File: config.mk
export PLATFORM = sky130hd
export DESIGN_NAME = obuf_drain_reader
export DESIGN_NICKNAME = d
export VERILOG_FILES = /design/src/rtl/obuf_drain_reader_pkg.sv /design/src/rtl/obuf_drain_reader_skid_fifo.sv /design/src/rtl/obuf_drain_reader.sv
export SDC_FILE = /design/constraint.sdc
export NUM_CORES = 1
export LEC_CHECK = 0
export ABC_AREA = 1
export ABC_CLOCK_PERIOD_IN_PS = 3030
export BUFFER_PORTS_ARGS = -buffer_cell sky130_fd_sc_hd__buf_2
export CAP_MARGIN = 10
export CORE_ASPECT_RATIO = 1.2
export CORE_MARGIN = 2
export CORE_UTILIZATION = 55
export DETAILED_ROUTE_END_ITERATION = 8
export PLACE_DENSITY = 0.8
export SKIP_CTS_REPAIR_TIMING = 1
export SYNTH_ARGS = -nofsm -noshare
export SYNTH_HDL_FRONTEND = slang
export SYNTH_SLANG_ARGS = --single-unit
export TNS_END_PERCENT = 5
File: constraint.sdc
create_clock -name clk -period 3.03 [get_ports clk]
set_input_delay 0.1515 -clock clk [delete_from_list [all_inputs] [get_ports clk]]
set_output_delay 0.1515 -clock clk [all_outputs]
set_load 0.1 [all_outputs]
File: src/rtl/obuf_drain_reader_pkg.sv
// obuf_drain_reader_pkg: shared defaults, state encoding and read latency for the O buf drain reader.
package obuf_drain_reader_pkg;
   localparam int ARRAY_M      = 16;
   localparam int PE_OUT_WIDTH = 32;
   localparam int RAM_SIZE     = 1024;
   localparam int ADDR_WIDTH   = $clog2(RAM_SIZE);
   localparam int RD_LAT       = 1;
   localparam logic [1:0] ST_IDLE  = 2'd0;
   localparam logic [1:0] ST_ISSUE = 2'd1;
   localparam logic [1:0] ST_FLUSH = 2'd2;
   localparam logic [1:0] ST_DONE  = 2'd3;
   typedef enum logic [1:0] {
      IDLE  = ST_IDLE,
      ISSUE = ST_ISSUE,
      FLUSH = ST_FLUSH,
      DONE  = ST_DONE
   } state_t;
endpackage

File: src/rtl/obuf_drain_reader_skid_fifo.sv
// obuf_skid_fifo: 2-entry FIFO absorbing O buf read latency; push and pop may coincide, even when full.
module obuf_skid_fifo #(
   parameter int W = 33
) (
   input  logic         clk,
   input  logic         reset,
   input  logic         push,
   input  logic [W-1:0] push_data,
   input  logic         pop,
   output logic [W-1:0] head,
   output logic [1:0]   count,
   output logic         full,
   output logic         empty
);
   logic [W-1:0] mem_q [2];
   logic [W-1:0] mem_d [2];
   logic         rd_q, rd_d, wr_q, wr_d, do_push, do_pop;
   logic [1:0]   cnt_q, cnt_d;

   always_comb begin
      empty   = cnt_q == 2'd0;
      full    = cnt_q == 2'd2;
      count   = cnt_q;
      head    = mem_q[rd_q];
      do_pop  = pop && !empty;
      do_push = push && (!full || do_pop);
      mem_d   = mem_q;
      if (do_push) mem_d[wr_q] = push_data;
      wr_d    = do_push ? !wr_q : wr_q;
      rd_d    = do_pop ? !rd_q : rd_q;
      cnt_d   = 2'(cnt_q + 2'(do_push) - 2'(do_pop));
   end

   always_ff @(posedge clk) begin
      if (!reset) begin
         mem_q <= '{default: '0};
         rd_q  <= 1'b0;
         wr_q  <= 1'b0;
         cnt_q <= 2'd0;
      end else begin
         mem_q <= mem_d;
         rd_q  <= rd_d;
         wr_q  <= wr_d;
         cnt_q <= cnt_d;
      end
   end
endmodule

File: src/rtl/obuf_drain_reader.sv
// obuf_drain_reader: drains the 16-bank O buf row-major into a 32-bit valid/ready stream.
module obuf_drain_reader #(
   parameter int ARRAY_M      = obuf_drain_reader_pkg::ARRAY_M,
   parameter int PE_OUT_WIDTH = obuf_drain_reader_pkg::PE_OUT_WIDTH,
   parameter int RAM_SIZE     = obuf_drain_reader_pkg::RAM_SIZE,
   parameter int ADDR_WIDTH   = $clog2(RAM_SIZE)
) (
   input  logic                          clk,
   input  logic                          reset,
   input  logic                          start,
   input  logic [ADDR_WIDTH-1:0]         base_addr,
   input  logic [$clog2(ARRAY_M):0]      num_rows,
   input  logic [$clog2(ARRAY_M):0]      num_cols,
   output logic                          busy,
   output logic                          done,
   output logic [$clog2(ARRAY_M)-1:0]    o_ram_idx,
   output logic [ADDR_WIDTH-1:0]         o_read_addr,
   output logic                          o_rd_en,
   input  logic [PE_OUT_WIDTH-1:0]       o_rd_data,
   output logic                          m_valid,
   input  logic                          m_ready,
   output logic [PE_OUT_WIDTH-1:0]       m_data,
   output logic                          m_last
);
   import obuf_drain_reader_pkg::*;
   localparam int CW = $clog2(ARRAY_M) + 1;
   localparam int IW = $clog2(ARRAY_M);

   state_t                state_q, state_d;
   logic [CW-1:0]         rows_q, rows_d, cols_q, cols_d, row_q, row_d, rows_c, cols_c;
   logic [IW-1:0]         idx_q, idx_d;
   logic [ADDR_WIDTH-1:0] addr_q, addr_d;
   logic                  busy_q, busy_d, done_q, done_d;
   logic [RD_LAT-1:0]     pend_q, pend_d, plast_q, plast_d;
   logic                  last_rc, pop, rd_en, fifo_full, fifo_empty;
   logic [1:0]            fifo_count;
   logic [PE_OUT_WIDTH:0] fifo_head;

   obuf_skid_fifo #(.W(PE_OUT_WIDTH + 1)) u_fifo (
      .clk       (clk),
      .reset     (reset),
      .push      (pend_q[RD_LAT-1]),
      .push_data ({plast_q[RD_LAT-1], o_rd_data}),
      .pop       (pop),
      .head      (fifo_head),
      .count     (fifo_count),
      .full      (fifo_full),
      .empty     (fifo_empty)
   );

   always_comb begin
      rows_c  = num_rows > CW'(ARRAY_M) ? CW'(ARRAY_M) : num_rows;
      cols_c  = num_cols > CW'(ARRAY_M) ? CW'(ARRAY_M) : num_cols;
      last_rc = (row_q == rows_q - 1'b1) && ({1'b0, idx_q} == cols_q - 1'b1);
      m_valid = !fifo_empty;
      m_data  = fifo_empty ? '0 : fifo_head[PE_OUT_WIDTH-1:0];
      m_last  = !fifo_empty && fifo_head[PE_OUT_WIDTH];
      pop     = m_valid && m_ready;
      // Credit covers FIFO occupancy after this cycle's pop plus reads still in the RAM pipe.
      rd_en   = (state_q == ISSUE) &&
                (int'(fifo_count) - int'(pop) + $countones(pend_q) < 2);
      state_d = state_q;
      rows_d  = rows_q;
      cols_d  = cols_q;
      row_d   = row_q;
      idx_d   = idx_q;
      addr_d  = addr_q;
      case (state_q)
         IDLE: if (start) begin
            rows_d  = rows_c;
            cols_d  = cols_c;
            row_d   = '0;
            idx_d   = '0;
            addr_d  = base_addr;
            state_d = (rows_c == '0 || cols_c == '0) ? DONE : ISSUE;
         end
         ISSUE: if (rd_en) begin
            if (last_rc) state_d = FLUSH;
            else if ({1'b0, idx_q} == cols_q - 1'b1) begin
               idx_d  = '0;
               row_d  = row_q + 1'b1;
               addr_d = addr_q == ADDR_WIDTH'(RAM_SIZE - 1) ? '0 : addr_q + 1'b1;
            end else idx_d = idx_q + 1'b1;
         end
         FLUSH: if (pop && fifo_head[PE_OUT_WIDTH]) state_d = DONE;
         DONE: state_d = IDLE;
      endcase
      busy_d     = state_d != IDLE;
      done_d     = state_d == DONE;
      pend_d     = pend_q;
      plast_d    = plast_q;
      pend_d[0]  = rd_en;
      plast_d[0] = rd_en && last_rc;
      for (int i = 1; i < RD_LAT; i++) begin
         pend_d[i]  = pend_q[i-1];
         plast_d[i] = plast_q[i-1];
      end
   end

   always_ff @(posedge clk) begin
      if (!reset) begin
         state_q <= IDLE;
         rows_q  <= '0;
         cols_q  <= '0;
         row_q   <= '0;
         idx_q   <= '0;
         addr_q  <= '0;
         busy_q  <= 1'b0;
         done_q  <= 1'b0;
         pend_q  <= '0;
         plast_q <= '0;
      end else begin
         state_q <= state_d;
         rows_q  <= rows_d;
         cols_q  <= cols_d;
         row_q   <= row_d;
         idx_q   <= idx_d;
         addr_q  <= addr_d;
         busy_q  <= busy_d;
         done_q  <= done_d;
         pend_q  <= pend_d;
         plast_q <= plast_d;
      end
   end

   assign busy        = busy_q;
   assign done        = done_q;
   assign o_rd_en     = rd_en;
   assign o_ram_idx   = idx_q;
   assign o_read_addr = addr_q;
endmodule
==> summary.md, run 1 <==
| Metric | Value |
|---|---|
| Clock sink count | around 110 |
| Crit start category | register |
| Final #Nets | 900 |
| Worst R2R Start | u_fifo.count[1]$_SDFF_PN0_ |
| Adder-cell share of the synthesized area | 0.02307 |
| Gr ovfl total | 0 |
| Iteration-0 DRC Markers | 306 |
| # setup viols final | 0 |
| Hold crit path type | in2reg |
| Synth area leader | dfxtp_1 |
| Worst Skew | between 10 and 15 ps |
| Setup slack, reg-to-reg | 590 ps |
| Setup CP Type | reg2out |
| Met3 wire len | about 790 um |
| Top sig layer | met4 |
| Reg2reg end | o_ram_idx[0]$_SDFFE_PN0P_ |
| CTS clk-pin slew, worst paths | about 100 ps |
| CP Capture Type | output pin |
| Overall Power | 0.003999 W |
| XOR/XNOR Fraction of Synth Area | 0.01682 |
| Fill cell count | 841 |
| Syn Std Cell Area | about 5200 um^2 |
| Post-route DRC violation count | 0 |
| Layout cells sized above 1 | 0.1857 |
| Routed WL | between 10000 and 15000 um |
| Placer Congestion | 0.8642 |
| Post-synthesis sequential area ratio | 0.4037 |
| Chip Height | roughly 110 um |
| Drt pass-1 iters | 5 |
| Status | finished, final reports clean |
| Ports | between 100 and 150 |
| Vias | 5221 |
| H-tree levels | 3 |
| Mux contribution to synthesized area | 0 |
| Worst slew pin tran | just over 900 ps |
| Post-route clock period utilization | 0.8377 |
| Final Max Tran Viols | 0 |
| Reg2Reg Depth | 13 |
| Final Hold Viols | 0 |
| Post-Syn Instances | roughly 760 |
| Met1 WL | around 5400 um |
| RSZ-0062 raised after global routing | false |
| GRT Overall Usage | 0.2444 |
| Average routed wire per standard cell | between 10 and 15 um |
| Dpl ws | approximately 630 ps |
| Fraction of registers with async set/reset | 0 |
| Port bufs | about 110 |
| CTS tree | yes |
| Worst Path Required | 2880 ps |
| Synth top area share | 0.4037 |
| Synthesized flop and latch total | roughly 110 |
| Worst slew margin | 0.3770 |
| Min cycle time layout | about 2500 ps |
| Main flop type after synthesis | dfxtp_1 |
| Vias in the first global route | around 4700 |
| Clock root buffer | clkbuf_8 |
| CTS Buf Count | 9 |
| Sequential power share | 0.402 |
| CTS max path bufs | 2 |
| Clock Power Share | 0.204 |
| Min setup slack post-route | 491.9 ps |
| First-pass GRT wire length | 21070 um |
| Worst-path fanout max | 54 |
| Net count after synthesis | ~800 |
| Sw frac | 0.4722 |
| Distinct cells, synth | 32 |
| Number of enable flip-flop cells after synthesis | 0 |
| Area growth syn-to-layout | 14.22% |
| Final Instance Area | just under 6000 um^2 |
| Core area | a little over 9000 um^2 |
| Starting Density | 0.5704 |
| Max IR drop VDD | approximately 0.00028 V |
| LEAKAGE | between 2 and 3 nW |
| Pin count of the biggest net entering global routing | 55 |
| Diodes inserted | 0 |
| Largest family of logic cells by synthesized area | simple AND/OR/NAND/NOR gates |
| CP Launch Point | u_fifo.rd_q$_SDFFE_PN0P_ |
| Switching component of the power | between 0.0015 and 0.002 W |
| Most common cell after layout, fill and taps aside | nand2_1 |
| Mean area per synthesized cell | ~6.9 um^2 |
| Max Cap Violations | 0 |
| Die area | 10270 um^2 |
| Hold Crit Start | o_rd_data[22] |
| Fmax | approximately 0.4 GHz |
| Vias/cell | approximately 5.4 |
| Simple-gate portion of the synthesized area | 0.2439 |
| Row count | 38 |
| Placed Area | 5761 um^2 |
| Post-synthesis compound-gate area fraction | 0.2078 |
| Dpl hpwl | ~8600 um |
| Worst Path Arrival | 2390 ps |
| Area contributors post-synth | dfxtp_1 40%, a21oi_1 12%, nand2_1 9.7% |
| Die width | slightly above 90 um |
| Pint | between 0.002 and 0.0025 W |
| Later-pin clock latency in the skew report | ~360 ps |
| Number of synthesis warnings | 0 |
| Hold WS | 55.93 ps |
| ANT nets after route | 0 |
| Initial antenna violation count | 0 |
| Worst Hold Path EP | u_fifo.mem_q[55]$_SDFFE_PN0P_ |
| Combinational share of power | 0.394 |
| Met2 wire length | 6169 um |
| Most frequent cells in the layout | 134 x nand2_1, 125 x a21oi_1, 106 x buf_2 |
| Depth of the worst hold-timing path | 3 |
| Cell Pwr Density | about 670 nW/um^2 |
-- how the worst max path moves through the flow --
stage	to	slack [ps]	cells past startpoint
finish	m_data[2]	490	4
global route	m_data[0]	180	5
CTS	m_data[11]	460	5
global placement	row_q[1]$_SDFFE_PN0P_	720	14
floorplan	m_data[23]	-390	5
detailed placement	o_ram_idx[0]$_SDFFE_PN0P_	630	13
-- cell families after synthesis --
family / Yosys count
AND/OR/NAND/NOR: 278
buffers and inverters: 139
flip-flops: 105
AO/OA/AOI/OAI: 214
adder cells (fa/ha/maj): 9
XOR/XNOR: 10
-- through the flow --
step           utilization  cells  setup TNS, ps
6_report            0.6516    960              0
4_1_cts             0.6516    960              0
3_5_place_dp        0.6310    944              0
5_1_grt             0.6516    960              0
3_3_place_gp        0.6310    944              0
2_1_floorplan            -    755          -4023
-- power groups by stage --
stage | Clock [W] | Sequential, W | Combinational [W]
floorplan | 0 | 0.00170 | 0.00123
global placement | 0 | 0.00163 | 0.00155
detailed placement | 0 | 0.00163 | 0.00157
CTS | 0.000843 | 0.00160 | 0.00158
global route | 0.000894 | 0.00163 | 0.00169
finish | 0.000814 | 0.00161 | 0.00158
-- registers in the layout (all words and copies together), names as in the netlist --
name          count
busy              1
cols_q            5
done              1
o_ram_idx         4
o_read_addr      10
pend_q            1
plast_q           1
row_q             5
rows_q            5
state_q           2
u_fifo.count      2
u_fifo.mem_q     66
u_fifo.rd_q       1
u_fifo.wr_q       1
-- final cells by class --
class	count	area [um^2]	area share
multi-input combinational	511	2564	0.4310
sequential	105	2103	0.3536
clock inverter	6	50.05	0.008414
timing repair buffer	114	590.6	0.09928
clock buffer	10	137.6	0.02314
inverter	94	352.8	0.05932
tap	120	150.1	0.02524
-- metal layers --
| metal | GRT usage | up-vias |
|---|---|---|
| met1 | 0.3140 | 2363 |
| met3 | 0.03615 | 11 |
| met4 | 0.08039 | 0 |
| li1 | - | 2647 |
| met5 | 0 | - |
| met2 | 0.4179 | 200 |
-- worst max-delay path, stage by stage (launching register included) --
cell	delay [ps]
dfxtp_2	930
buf_4	330
o21ai_0	100
a21oi_1	210
buf_2	460
-- cell usage after synthesis, drive strengths merged, types with 3 or more instances --
| master | count |
|---|---|
| buf | 10 |
| o21ai | 83 |
| a21oi | 126 |
| xnor2 | 5 |
| nor3 | 4 |
| clkinv | 3 |
| ha | 8 |
| nand3 | 63 |
| nor2 | 47 |
| dfxtp | 105 |
| nand2 | 140 |
| nand4 | 21 |
| inv | 91 |
| xor2 | 5 |
| clkbuf | 35 |
No activity file was read; power rests on OpenSTA's default activity.
==> run 2: changes to the inputs <==
Settings changed: ABC_AREA 1 to 0, ABC_CLOCK_PERIOD_IN_PS 3030 to 2550.
Clock period 3.03 ns to 2.55 ns, I/O delays scaled along.
==> run 2 against run 1 <==
Net effect:
- sequential power rose by 14%
- first-iteration DRC count fell by 26%
- area after synthesis fell by 3.7%
- via count fell by 6.7%
- global-route usage rose by 0.69 points
- final cell count fell by 9.5%
- die area fell by 3.5%
- power rose by 0.94%
- register-to-register slack got worse by 490 ps
- critical path type unchanged
- largest power group unchanged
==> summary.md, run 2 <==
| Metric | Value |
|---|---|
| H-tree levels | 3 (unchanged) |
| Net count after synthesis | 701 (-15%) |
| Starting Density | 0.5612 (-0.009279) |
| Fill cell count | 752 (-11%) |
| Post-Syn Instances | 636 (-16%) |
| Later-pin clock latency in the skew report | 360 ps (about the same) |
| Setup_tns | 0 ps (unchanged) |
| Min cycle time layout | around 2500 ps |
| Final Max Tran Viols | 0 (unchanged) |
| Fmax | 0.4079 GHz |
| CTS Buf Count | 9 (unchanged) |
| Iteration-0 DRC Markers | 226 (-26%) |
| Max Cap Violations | 0 (unchanged) |
| Drt pass-1 iters | 5 (unchanged) |
| Sw frac | 0.3698 (-0.1024) |
| Dpl hpwl | 8870 um (+3.5%) |
| Number of enable flip-flop cells after synthesis | 0 (unchanged) |
| CP Launch Point | u_fifo.count[0]$_SDFF_PN0_ |
| Final Hold Viols | 0 (unchanged) |
| Max IR drop VDD | 0.0004283 V (+53%) |
| Synth top area share | 0.4191 (+0.01541) |
| Cell with the most instances after synthesis | nand2_1 |
| FF/Latch Area | 2103 um^2 (unchanged) |
| Cell Pwr Density | 662.5 nW/um^2 (-1.4%) |
| Worst Skew | 3.257 ps (-7.295 ps) |
| Cell chain of the critical path | nor2_4, nor2b_1, ha_1, nand2b_1, fa_1, nand2_2, clkinvlp_4, clkbuf_4 |
| Combinational share of power | 0.297 (-0.097) |
| Pin count of the biggest net entering global routing | 47 (-15%) |
| Worst slew pin tran | 883.4 ps (-49.71 ps) |
| ANT nets after route | 0 (unchanged) |
| Status | finished, final reports clean |
| Chip Height | 108.6 um (-1.8%) |
| Mean area per synthesized cell | 7.887 um^2 (+14%) |
| Routed WL | 12850 um (+2.7%) |
| Hold crit path type | in2reg |
| Worst slew margin | 0.4104 (+0.03341) |
| Number of synthesis warnings | 0 (unchanged) |
| Clock root buffer | clkbuf_8 |
| Clock Power Share | 0.246 (+0.042) |
| Largest register by flop count | u_fifo.mem_q |
| Initial antenna violation count | 0 (unchanged) |
| Synth area leader | dfxtp_1 |
| Min setup slack post-route | 98.56 ps (-393.3 ps) |
| Crit start category | register |
| CP Capture Type | output pin |
| Final #Nets | 809 (-10%) |
| Post-synthesis sequential area ratio | 0.4191 (+0.01541) |
| First-pass GRT wire length | 20320 um (-3.5%) |
| CTS tree | yes |
| Most common cell after layout, fill and taps aside | nand2_1 |
| # setup viols final | 0 (unchanged) |
| Post-route clock period utilization | 0.9613 |
| CTS max path bufs | 2 (unchanged) |
| LEAKAGE | 2.379 nW (-6.6%) |
| Port bufs | 106 (unchanged) |
| Pint | 0.002544 W (+21%) |
| Row count | 38 (unchanged) |
| Syn Std Cell Area | 5016 um^2 (-3.7%) |
| Vias | 4869 (-6.7%) |
| Max reg flops | 66 (unchanged) |
| Overall Power | 0.004036 W (+0.94%) |
| Distinct cells, synth | 59 (+84%) |
| Setup CP Type | reg2out |
| Post-route DRC violation count | 0 (unchanged) |
| Clock sink count | 105 (unchanged) |
| Slowest CP cell | fa_1 |
| Vias in the first global route | 4607 (-2.7%) |
| Most frequent cells in the layout | 167 x nand2_1, 105 x buf_2, 104 x dfxtp_1 |
| Main flop type after synthesis | dfxtp_1 |
| Ports | 107 (unchanged) |
| RSZ-0062 raised after global routing | true |
| Setup slack, reg-to-reg | 100 ps (-490 ps) |
| Multi-input logic area | 2731 um^2 (+6.5%) |
| Core area | 8939 um^2 (-2.1%) |
| Area growth syn-to-layout | 21.45% |
| Vias/cell | 5.603 (+3.0%) |
| Sequential power share | 0.456 (+0.054) |
| Hold Crit Start | o_rd_data[22] |
| CTS clk-pin slew, worst paths | 90 ps (about the same) |
| Gr ovfl total | 0 (unchanged) |
| Worst Path Required | 2420 ps (-460 ps) |
| Area contributors post-synth | dfxtp_1 42%, nand2_1 13%, a21oi_1 8.8% |
| Fraction of registers with async set/reset | 0 (unchanged) |
| Commonest cells post-synth | 168 x nand2_1, 105 x dfxtp_1, 88 x a21oi_1 |
| Die width | 91.18 um (-1.8%) |
| Diodes inserted | 0 (unchanged) |
| Placer Congestion | 0.9034 (+4.5%) |
| Die area | 9904 um^2 (-3.5%) |
| Synthesized flop and latch total | 105 (unchanged) |
| Average routed wire per standard cell | 14.79 um (+13%) |
| Dpl ws | 87.95 ps (-541.6 ps) |
| Crit path largest cell delay | 440 ps (-490 ps) |
| Worst-path fanout max | 5 (-91%) |
| Switching component of the power | 0.001493 W (-21%) |
| Worst Path Arrival | 2320 ps (-70 ps) |
| Layout cells sized above 1 | 0.2190 (+0.03324) |
| GRT Overall Usage | 0.2513 (+0.006899) |
| Worst R2R Start | rows_q[0]$_SDFFE_PN0P_ |
==> run 2: cell count changes in the layout (fill, tap and decap cells not counted), moves of 8 or more <==
cell | previous run | this run
a21oi_1 | 125 | 88
dlygate4sd3_1 | 0 | 17
inv_1 | 82 | 13
mux2i_1 | 0 | 34
nand2_1 | 134 | 167
nand3_1 | 59 | 8
nand3b_1 | 2 | 10
nand4_1 | 21 | 2
nor3_1 | 3 | 11
o21ai_0 | 83 | 11
==> run 2: worst paths after layout <==
kind / to / cells after the start
setup / recovery: o_rd_en / 8
hold / removal: u_fifo.mem_q[22]$_SDFFE_PN0P_ / 3
setup reg to reg: o_ram_idx[3]$_SDFFE_PN0P_ / 8
hold reg to reg: u_fifo.mem_q[32]$_SDFFE_PN0P_ / 2
==> run 2: per-stage QoR <==
step / hold slack, ps / area, um^2 / utilization / std cells
floorplan: 263.5 / 5036 / - / 636
global placement: 378.8 / 5709 / 0.6387 / 836
detailed placement: 386.1 / 5709 / 0.6387 / 836
CTS: -8.250 / 5896 / 0.6596 / 852
global route: -1.049 / 6092 / 0.6816 / 869
finish: 6.135 / 6092 / 0.6816 / 869
==> run 2: power by group through the flow <==
| stage | sequential, W | combinational [W] | clock (W) |
|---|---|---|---|
| floorplan | 0.00194 | 0.000825 | 0 |
| global placement | 0.00187 | 0.00115 | 0 |
| detailed placement | 0.00188 | 0.00117 | 0 |
| CTS | 0.00184 | 0.00118 | 0.00101 |
| global route | 0.00186 | 0.00128 | 0.00110 |
| finish | 0.00184 | 0.00120 | 0.000994 |
==> run 2: per-layer routing <==
layer  vias up  track usage  share of wire
met5         -            0              0
met4         0      0.09199          0.016
met3        22      0.05529          0.052
met2       149       0.4693           0.53
met1      2315       0.2807           0.40
li1       2383            -              -
==> run 2: cell type report <==
cell class,instances,share of cell area
tap,120,0.02465
sequential,105,0.3452
inverter,15,0.009858
clock inverter,6,0.009653
multi-input combinational,474,0.4483
timing repair buffer,139,0.1413
clock buffer,10,0.02095
==> run 2: logic make-up after synthesis <==
logic type                 count (synthesis)  share of synthesized area
muxes                                     34                    0.06785
xor gates and xnor gates                  15                    0.02769
and+or+nand+nor                          277                     0.2425
DFF                                      105                     0.4191
adders and majority gates                  9                    0.02395
buffers and inverters                     57                    0.04490
AOI/OAI and AO/OA                        139                     0.1741
==> run 2: critical path, delay by kind of cell, from the launching register on <==
| family | cells | cell delay [ps] |
|---|---|---|
| adders and majority gates | 2 | 680 |
| and+or+nand+nor | 4 | 440 |
| DFF | 1 | 400 |
| buffers and inverters | 2 | 430 |
==> run 3: changes to the inputs <==
Settings changed: ABC_CLOCK_PERIOD_IN_PS 2550 to 2700, CORE_MARGIN 2 to 8.
Clock period 2.55 ns to 2.7 ns, I/O delays scaled along.
==> run 3 against run 2 <==
Net effect:
- die area increased by 26%
- combinational power decreased by 8%
- sequential share of layout area increased by 1.1 points
- first-iteration DRC count increased by 8.4%
- clock power increased by 17%
- non-clock buffer count decreased by 22
- design area decreased by 3.2%
- setup slack improved by 120 ps
- power decreased by 1.2%
- routed wire length increased by 0.90%
- critical path type unchanged
- largest cell class unchanged
==> summary.md, run 3 (synthesis gave the netlist of run 2 again) <==
| Metric | Value |
|---|---|
| # setup viols final | 0 (unchanged) |
| Later-pin clock latency in the skew report | 360 ps (about the same) |
| Setup CP Type | reg2out |
| Die width | 103.2 um (+13%) |
| LEAKAGE | 2.289 nW (-3.8%) |
| Max reg flops | 66 (unchanged) |
| Setup_tns | 0 ps (unchanged) |
| Pin count of the biggest net entering global routing | 49 (+4.3%) |
| Min cycle time layout | approximately 2500 ps |
| Average routed wire per standard cell | 15.31 um (+3.5%) |
| Worst slew pin tran | 734.6 ps (-148.8 ps) |
| Fill cell count | 786 (+4.5%) |
| Clock root buffer | clkbuf_8 |
| Area growth syn-to-layout | 17.59% |
| CTS Buf Count | 9 (unchanged) |
| Busiest grt layer | met2 |
| Crit. path cell count | 5 (-3) |
| CP most frequent cell | inv_1 |
| Drt pass-1 iters | 5 (unchanged) |
| CTS clk-pin slew, worst paths | 100 ps (about the same) |
| H-tree levels | 3 (unchanged) |
| Row count | 38 (unchanged) |
| Largest register by flop count | u_fifo.mem_q |
| Dpl ws | 194.9 ps (+107.0 ps) |
| Dpl hpwl | 9109 um (+2.7%) |
| Final #Nets | 787 (-2.7%) |
| Cell Pwr Density | 676.2 nW/um^2 (+2.1%) |
| Layout cells sized above 1 | 0.2077 (-0.01126) |
| CP Launch Point | state_q[0]$_SDFF_PN0_ |
| First-pass GRT wire length | 21260 um (+4.6%) |
| Placer Congestion | 0.8958 (-0.84%) |
| Min setup slack post-route | 218.4 ps (+119.8 ps) |
| Reg2reg end | o_ram_idx[3]$_SDFFE_PN0P_ |
| Chip Height | 120.6 um (+11%) |
| GRT Overall Usage | 0.2096 (-0.04173) |
| Grt met2 use | 0.3820 (-0.08734) |
| Worst-path fanout max | 8 (+3) |
| Final Max Tran Viols | 0 (unchanged) |
| Most frequent cells in the layout | 168 x nand2_1, 106 x buf_2, 104 x dfxtp_1 |
| Critical Path End | o_rd_en |
| Max Cap Violations | 0 (unchanged) |
| Clock sink count | 105 (unchanged) |
| Vias in the first global route | 4817 (+4.6%) |
| Vias | 4774 (-2.0%) |
| Crit start category | register |
| FF/Latch Area | 2103 um^2 (unchanged) |
| Port bufs | 106 (unchanged) |
| Routed WL | 12970 um (+0.90%) |
| Core area | 8939 um^2 (unchanged) |
| Final Hold Viols | 0 (unchanged) |
| Status | finished, final reports clean |
| Met1 GRT Util | 0.2288 (-0.05194) |
| ANT nets after route | 0 (unchanged) |
| WP buf/inv | 3 (+1) |
| Setup slack, reg-to-reg | 240 ps (+140 ps) |
| Crit path largest cell delay | 490 ps (+50 ps) |
| Gr ovfl total | 0 (unchanged) |
| Family with the most delay on the worst path | buffers and inverters |
| RSZ-0062 raised after global routing | false |
| Hold crit path type | in2reg |
| Max IR drop VDD | 0.0003132 V (-27%) |
| Starting Density | 0.5612 (unchanged) |
| Post-route clock period utilization | 0.9191 |
| Met3 Use GR | 0.04485 (-0.01043) |
| CTS tree | yes |
| Post-route DRC violation count | 0 (unchanged) |
| Worst Skew | 6.666 ps (+3.410 ps) |
| Worst R2R Start | rows_q[0]$_SDFFE_PN0P_ |
| Cell chain of the critical path | inv_1, nor2_1, nand2_1, inv_1, buf_2 |
| Worst Path Arrival | 2350 ps (+30 ps) |
| CP Capture Type | output pin |
| Vias/cell | 5.636 (+0.60%) |
| Slowest CP cell | dfxtp_1 |
| Most common cell after layout, fill and taps aside | nand2_1 |
| Worst Path Required | 2570 ps (+150 ps) |
| Diodes inserted | 0 (unchanged) |
| Worst slew margin | 0.5095 (+0.09913) |
| Ports | 107 (unchanged) |
| Die area | 12450 um^2 (+26%) |
| Multi-input logic area | 2701 um^2 (-1.1%) |
| Fmax | between 0.4 and 0.5 GHz |
| Iteration-0 DRC Markers | 245 (+8.4%) |
| CTS max path bufs | 2 (unchanged) |
| Reg2Reg Depth | 8 (unchanged) |
| Initial antenna violation count | 0 (unchanged) |
run 3: final cells by class:
class	instances	share of cell area
multi-input combinational	474	0.4580
sequential	105	0.3566
timing repair buffer	117	0.1090
tap	120	0.02546
clock buffer	11	0.02397
clock inverter	5	0.01739
inverter	15	0.009546
run 3: worst min path at each step:
stage / start / endpoint / cells past startpoint
after floorplan: o_rd_data[0] / u_fifo.mem_q[0]$_SDFFE_PN0P_ / 2
after global placement: o_rd_data[22] / u_fifo.mem_q[22]$_SDFFE_PN0P_ / 3
after detailed placement: o_rd_data[12] / u_fifo.mem_q[12]$_SDFFE_PN0P_ / 3
after CTS: o_rd_data[12] / u_fifo.mem_q[12]$_SDFFE_PN0P_ / 3
after global routing: o_rd_data[12] / u_fifo.mem_q[12]$_SDFFE_PN0P_ / 3
final: o_rd_data[28] / u_fifo.mem_q[28]$_SDFFE_PN0P_ / 3
run 3: metrics by stage:
stage	instances	hold WS, ps	utilization	power [W]	instance area [um^2]
final	847	8.195	0.6599	0.003988	5898
after global routing	847	0.6474	0.6599	0.004156	5898
after CTS	845	-4.564	0.6568	0.004004	5871
after detailed placement	829	392.1	0.6295	0.002862	5627
after global placement	829	386.4	0.6295	0.002829	5627
after floorplan	636	271.0	-	0.002591	5016
run 3: tightest hold or removal path: cells and delay by family:
family | cells | cell delay [ps]
buffers and inverters | 1 | 100
and+or+nand+nor | 1 | 50
AOI/OAI and AO/OA | 1 | 50
run 3: per-layer routing:
metal / vias up / wire, um
li1: 2342 / -
met1: 2250 / 5122
met2: 163 / 6706
met3: 19 / 950
met4: 0 / 187
met5: - / 0
run 3: power by group:
part           switching (W)  internal, W
logic               0.000790     0.000311
clock network       0.000520     0.000640
registers          0.0000946      0.00163
total                0.00140      0.00258
